<file path="config.mk">
export PLATFORM = sky130hd
export DESIGN_NAME = pm_loader
export DESIGN_NICKNAME = d
export VERILOG_FILES = /design/src/rtl/pm_loader.sv
export SDC_FILE = /design/constraint.sdc
export NUM_CORES = 1
export LEC_CHECK = 0
export ABC_CLOCK_PERIOD_IN_PS = 5200
export BUFFER_PORTS_ARGS = -buffer_cell sky130_fd_sc_hd__buf_2
export CAP_MARGIN = 20
export CORE_UTILIZATION = 55
export CTS_CLUSTER_SIZE = 8
export DETAILED_ROUTE_END_ITERATION = 8
export GPL_TIMING_DRIVEN = 0
export PLACE_DENSITY = 0.73
export SLEW_MARGIN = 25
export SYNTH_ARGS = -nofsm -noshare
export SYNTH_HDL_FRONTEND = slang
export SYNTH_SLANG_ARGS = --single-unit
</file>
<file path="constraint.sdc">
create_clock -name clk -period 5.2 [get_ports clk]
set_input_delay 0.52 -clock clk [delete_from_list [all_inputs] [get_ports clk]]
set_output_delay 0.52 -clock clk [all_outputs]
set_load 0.02 [all_outputs]
</file>
<file path="src/rtl/pm_loader.sv">
// pm_loader -- boot-time program memory loader for the 8-bit processor.
//
// Accepts a framed byte stream from a host over valid/ready and writes the
// instruction bytes into program memory starting at address 0. The core is
// held in reset (cpu_reset high) while a frame is loading. It is released
// only after a frame's checksum matches.
//
// Frame: 0xA5, LEN, LEN data bytes, CSUM (8-bit modular sum of data bytes).
//
// Parameters:
//   ADDR_W       program memory address width (1..8)
//   TIMEOUT_CYC  max idle cycles between bytes inside a frame (>= 2)
//
// Ports:
//   clk          single clock
//   sync_reset   synchronous active-high reset
//   rx_data      host byte
//   rx_valid     rx_data is valid
//   rx_ready     loader accepts a byte this cycle (combinational)
//   pm_we        program memory write strobe (registered)
//   pm_wr_addr   program memory write address (registered)
//   pm_wr_data   instruction byte to write (registered)
//   cpu_reset    drives the core's sync_reset; high holds the core (registered)
//   busy         a frame is in progress (combinational from state)
//   load_done    one-cycle pulse on a successful load (registered)
//   load_err     level: the last frame failed (registered)

module pm_loader #(
    parameter int ADDR_W      = 8,
    parameter int TIMEOUT_CYC = 1000
) (
    input  logic              clk,
    input  logic              sync_reset,
    input  logic [7:0]        rx_data,
    input  logic              rx_valid,
    output logic              rx_ready,
    output logic              pm_we,
    output logic [ADDR_W-1:0] pm_wr_addr,
    output logic [7:0]        pm_wr_data,
    output logic              cpu_reset,
    output logic              busy,
    output logic              load_done,
    output logic              load_err
);

    localparam logic [7:0] HEADER  = 8'hA5;
    localparam int         TO_W    = $clog2(TIMEOUT_CYC + 1);
    localparam int         LEN_MAX = 1 << ADDR_W;

    typedef enum logic [2:0] {
        S_IDLE,
        S_LEN,
        S_DATA,
        S_CSUM,
        S_DONE,
        S_ERR
    } state_t;

    state_t          state;
    logic [ADDR_W:0] len_q;     // one extra bit so LEN = 2^ADDR_W is representable
    logic [ADDR_W:0] addr_q;    // counts written bytes; low bits drive pm_wr_addr
    logic [7:0]      sum_q;
    logic [TO_W-1:0] idle_cnt;
    logic            in_frame;
    logic            xfer;
    logic [8:0]      rx_ext;

    assign in_frame = (state == S_LEN) || (state == S_DATA) || (state == S_CSUM);
    assign busy     = in_frame;
    assign rx_ready = !sync_reset && (state != S_DONE);
    assign xfer     = rx_valid && rx_ready;
    assign rx_ext   = {1'b0, rx_data};

    // NOTE: all state below is sequential and uses non-blocking assignments,
    // so every branch sees the pre-edge values of the other registers.
    always_ff @(posedge clk) begin
        if (sync_reset) begin
            state      <= S_IDLE;
            len_q      <= '0;
            addr_q     <= '0;
            sum_q      <= '0;
            idle_cnt   <= '0;
            pm_we      <= 1'b0;
            pm_wr_addr <= '0;
            pm_wr_data <= '0;
            cpu_reset  <= 1'b1;
            load_done  <= 1'b0;
            load_err   <= 1'b0;
        end else begin
            // Strobes default low so they are single-cycle pulses.
            pm_we     <= 1'b0;
            load_done <= 1'b0;

            // Inter-byte idle counter only runs while a frame is open.
            if (!in_frame || xfer) begin
                idle_cnt <= '0;
            end else begin
                idle_cnt <= idle_cnt + 1'b1;
            end

            case (state)
                S_IDLE: begin
                    if (xfer && rx_data == HEADER) begin
                        state     <= S_LEN;
                        cpu_reset <= 1'b1;
                    end
                end

                S_LEN: begin
                    if (xfer) begin
                        if (rx_data == 8'h00 || rx_ext > 9'(LEN_MAX)) begin
                            state    <= S_ERR;
                            load_err <= 1'b1;
                        end else begin
                            len_q  <= rx_ext[ADDR_W:0];
                            addr_q <= '0;
                            sum_q  <= '0;
                            state  <= S_DATA;
                        end
                    end
                end

                S_DATA: begin
                    if (xfer) begin
                        pm_we      <= 1'b1;
                        pm_wr_addr <= addr_q[ADDR_W-1:0];
                        pm_wr_data <= rx_data;
                        addr_q     <= addr_q + 1'b1;
                        sum_q      <= sum_q + rx_data;
                        if (addr_q + 1'b1 == len_q) begin
                            state <= S_CSUM;
                        end
                    end
                end

                S_CSUM: begin
                    if (xfer) begin
                        if (rx_data == sum_q) begin
                            state     <= S_DONE;
                            load_done <= 1'b1;
                            cpu_reset <= 1'b0;
                        end else begin
                            state    <= S_ERR;
                            load_err <= 1'b1;
                        end
                    end
                end

                S_DONE: begin
                    state <= S_IDLE;
                end

                S_ERR: begin
                    // Sticky: only a fresh header restarts, holding the core again.
                    if (xfer && rx_data == HEADER) begin
                        state     <= S_LEN;
                        load_err  <= 1'b0;
                        cpu_reset <= 1'b1;
                    end
                end

                default: begin
                    state <= S_IDLE;
                end
            endcase

            // The counter reaches TIMEOUT_CYC on this edge, so abort now.
            // Only fires without a transfer, so it never races the case above.
            if (in_frame && !xfer && idle_cnt == TO_W'(TIMEOUT_CYC - 1)) begin
                state    <= S_ERR;
                load_err <= 1'b1;
            end
        end
    end

endmodule

</file>
== Word level (Yosys, flattened, before mapping) ==
Cells that the tools add are included.
Operators by class
  add/subtract/negate cells: 3
  magnitude comparators: 1
  eq/ne operators: 24
  multiplexer cells: 30
  bitwise operators: 4
  reductions and logical operators: 29
Operator list (count)
  two-way mux 9 bit: 3
  two-way mux 8 bit: 3
  two-way mux 3 bit: 7
  one-hot mux 9 bit (2 select lines): 1
  one-hot mux 8 bit (2 select lines): 1
  two-way mux 1 bit: 12
  != test 3 x 2 -> 1 bit (second input constant): 4
  one-hot mux 3 bit (4 select lines): 1
  adder 10 x 1 -> 10 bit (second input constant): 1
  == test 10 bit (second input constant): 1
  AND reduction 5 bit: 2
  adder 9 x 1 -> 9 bit (second input constant): 1
  == test 9 x 8 -> 1 bit: 1
  greater-than comparator 8 x 9 -> 1 bit (second input constant): 1
  != test 3 x 1 -> 1 bit (second input constant): 3
  adder 8 bit: 1
  == test 8 bit: 1
  == test 8 bit (second input constant): 1
  zero test 8 bit: 1
  != test 2 bit (second input constant): 4
  AND reduction 4 bit: 2
  OR reduction 2 bit: 4
  == test 3 x 2 -> 1 bit (second input constant): 2
  != test 2 x 1 -> 1 bit (second input constant): 3
  16 further kinds: 30
Storage, ports and cells
  flip-flop bits (word level): 58
  output and inout bits: 22
  logic and storage cells: 103

== Depth between registers and ports, before layout ==
  word-level depth: 8
  depth in mapped cells: 9

== Worst setup path before layout ==
OpenSTA, ideal clock, no wires.
  path kind: input port to flip-flop
  from: in rx_data[1]
  to: reg sum_q[7]
  setup time: 0.079 ns
  arrival time: 2.200 ns
  required time: 5.121 ns
  slack: 2.921 ns
  stages: 7
  buffers on the path: 0
  cells stage by stage: ha_1 > a21oi_1 > o21ai_0 > a2111o_1 > nand3_1 > or4b_2 > o211ai_1
On the way
  word-level cells in the longest chain between the ends: 4
  elaborated cells on any way between the ends: 8
Ends and longest elaborated chain
  start, declared: line 34  | input logic [7:0] rx_data,
  greater-than comparator 8 x 9 -> 1 bit or zero test 8 bit (tied branches): line 111  | if (rx_data == 8'h00 || rx_ext > 9'(LEN_MAX)) begin
  logical OR 1 bit: line 111
  != test 2 bit (no source line)
  AND reduction 4 bit (no source line)
  end signal, assigned: line 129  | sum_q <= sum_q + rx_data;
  end, declared: line 62  | logic [7:0] sum_q;
Several ways; a longest one is shown, not always the timed one. The select of a mux whose other input is x is not followed.
A chain may end at the register's enable or synchronous reset.

== Worst setup path after layout ==
  from: reg sum_q[1]
  to: reg sum_q[7]
On the way
  word-level cells in the longest chain between the ends: 3
Ends and longest elaborated chain
  adder 8 bit: line 129
  two-way mux 8 bit: line 124  | if (xfer) begin
  one-hot mux 8 bit (2 select lines): line 101  | case (state)
Every way passes these cells. The select of a mux whose other input is x is not followed.

==> results.tsv <==
metric	value	unit
CORE AREA	4848	um^2
Clk pwr share	46.4	%
largest family of logic cells by synthesized area	simple AND/OR/NAND/NOR gates	
syn_area_per_cell	8.405	um^2
largest net degree at the start of global routing	12	
first-pass GRT wire length	10.50	mm
clk_lat worst skew	0.35	ns
Static Leakage	1.322	nW
outcome	completed	
Gate Count Post-Synth	340	
CTS HTree Levels	3	
synth warn	0	
Synth top area share	40.63	%
clock-pin slew on the worst setup and hold paths	0.07	ns
DRC violations left	0	
Crit Path Class	register to register	
number of I/O pins	33	
CP required	5.46	ns
crit path capture type	register	
Compound-Gate Fraction of Synth Area	15.37	%
Final Max Tran Viols	0	
synthesis-stage register bit count	58	
Hold Vio Cnt, Final	0	
DP Wirelength	4.576	mm
GRT Util Overall	26.07	%
metal3 WL	387	um
RD Place Congestion	0.8761	
Yosys cell types	45	
Synth Net Count	361	
RSZ-0062 raised after global routing	false	
routed wl met2	2.908	mm
Via density	5.572	
Max FO, Critical Path	3	
gr ovfl total	0	
fmax	0.4365	GHz
Vias	2524	
Post-CTS Hold Buffers	0	
final wirelength	6.540	mm
maximum buffer depth of the clock tree	2	
Hold Crit Depth	2	
ratio of cells with drive above 1 in the final layout	16.84	%
reg2reg start	sum_q[1]	
post-synthesis adder-cell area fraction	4.991	%
Wirelength per Cell	14.44	um
mux cell area share after synthesis	2.802	%
worst-margin pin slew	0.5442	ns
sequential area share after synthesis	40.63	%
PwrDens	304.7	nW/um^2
# diodes	0	
peak supply drop	0.1958	mV
Area Overhead vs Synth	16.11	%
Logic pwr share	8.8	%
met1 WL	3.093	mm
Seq pwr share	44.9	%
DRT antenna net count	0	
hold endpoint	pm_wr_addr[4]	
final instance area	3318	um^2
1st-iter DRT viols	145	
Post-synth EDFFs	0	
synthesized cell area	2858	um^2
xor and xnor area share after synthesis	9.501	%
vias in the first global route	2189	
Hold Path Class	register to register	
Starting Density	58.94	%
critical path arrival	2.55	ns
final worst path period share	44.05	%
top-count cell post-synth	dfxtp_1	
CTS Buf Count	9	
minimum clock period	2.291	ns
Final Setup Violations	0	
row count	25	
Worst R2R Setup Slack	2.91	ns
fin nets	402	
Max Cap Violations	0	
Die Footprint	5488	um^2
NetSw	0.0002482	W
Yosys top cell by area	dfxtp_1	
startpoint types	register	
Slew HR	63.60	%
initial antenna violation count	0	
synth top area cells	dfxtp_1 (41%), a21oi_1 (6.8%), xnor2_1 (6.7%)	
RR Endpoint	sum_q[7]	
hold_sp	pm_wr_addr[4]	
Pint	0.0007630	W
root buffer cell	clkbuf_8	
CTS tree	built	
Detailed Routing Iterations Pass 1	4	
DR top layer	met4	
Hold WS	0.4502	ns
switching portion of total power	24.55	%
Post-synth top cells	dfxtp_1 (58), nor2_1 (47), nand2_1 (43)	
Setup TNS	0	ns
area post-placement	3092	um^2
Post-synth top flop	dfxtp_1	
setup bufs post-CTS	0	
reg2reg path depth	7	
Clock Skews	0.008467	ns
post-CTS sizing	0	
Async SR Flop Fraction	0	%
Die Ht	74.08	um
PortBufs	30	
simple-gate area share of the yosys netlist	22.72	%
total chip power	0.001011	W
CTS Sinks	58	
Die W	74.08	um
final cells by class:
class                   count  area (um^2)
clock buffers              10        137.6
clock inverters             6        88.84
fillers                   423         1530
inverters                   8        30.03
repair buffers             30        150.1
plain buffers              17        83.83
flip-flops and latches     58         1161
well taps                  67        83.83
multi-input cells         257         1583
sequential cells by signal, indices dropped and copies added, names as in the netlist, 3 cells and up:
name	count
addr_q	9
state	3
sum_q	8
pm_wr_addr	8
pm_wr_data	8
len_q	8
idle_cnt	10
power by group through the flow:
stage / clock network (W) / registers, W / logic (W)
global route: 0.000497 / 0.000454 / 0.0000972
global placement: 0 / 0.000463 / 0.0000864
detailed placement: 0 / 0.000463 / 0.0000876
CTS: 0.000476 / 0.000453 / 0.0000881
finish: 0.000469 / 0.000454 / 0.0000886
floorplan: 0 / 0.000463 / 0.0000619
routing by layer:
layer	vias up	global-route usage, %
met3	18	6.640
met4	0	12.18
met2	80	39.39
met1	1163	34.91
met5	-	0
li1	1263	-
worst max path at each step:
stage                          start  endpoint  slack (ns)  depth (start not counted)
after global placement    rx_data[1]  sum_q[7]        2.63                          8
after CTS                   sum_q[1]  sum_q[7]        2.92                          7
after floorplan           rx_data[1]  sum_q[7]        2.92                          7
final                       sum_q[1]  sum_q[7]        2.91                          7
after global routing        sum_q[1]  sum_q[7]        2.79                          7
after detailed placement  rx_data[1]  sum_q[7]        2.59                          8
stage by stage:
stage	instances	util, %	setup slack [ns]
floorplan	340	-	2.921
global placement	437	63.77	2.635
detailed placement	437	63.77	2.588
CTS	453	68.44	2.918
global route	453	68.44	2.794
finish	453	68.44	2.909
critical path: stages, from the launching register on:
cell	delay [ns]
dfxtp_1	0.39
ha_1	0.27
a21oi_1	0.19
o21ai_0	0.14
a2111o_1	0.43
nand3_1	0.10
or4b_2	0.58
o211ai_1	0.11
cell usage in the layout (no fill, tap or decap), drive strengths merged, types with 9 or more instances in the layout:
cell,Yosys,routed
dfxtp,58,58
nor2,48,48
nand2,43,43
a21oi,39,39
buf,9,39
xnor2,22,22
clkbuf,8,18
and3,11,11
nand3,10,10
o21ai,10,10
xor2,9,9
ha,9,9
inv,8,9
cells by family after synthesis:
group,count (synthesis)
and+or+nand+nor,137
AOI/OAI and AO/OA,70
DFF,58
xor gates and xnor gates,31
buffers and inverters,25
adders and majority gates,11
muxes,8
No activity file was read; power rests on OpenSTA's default activity.
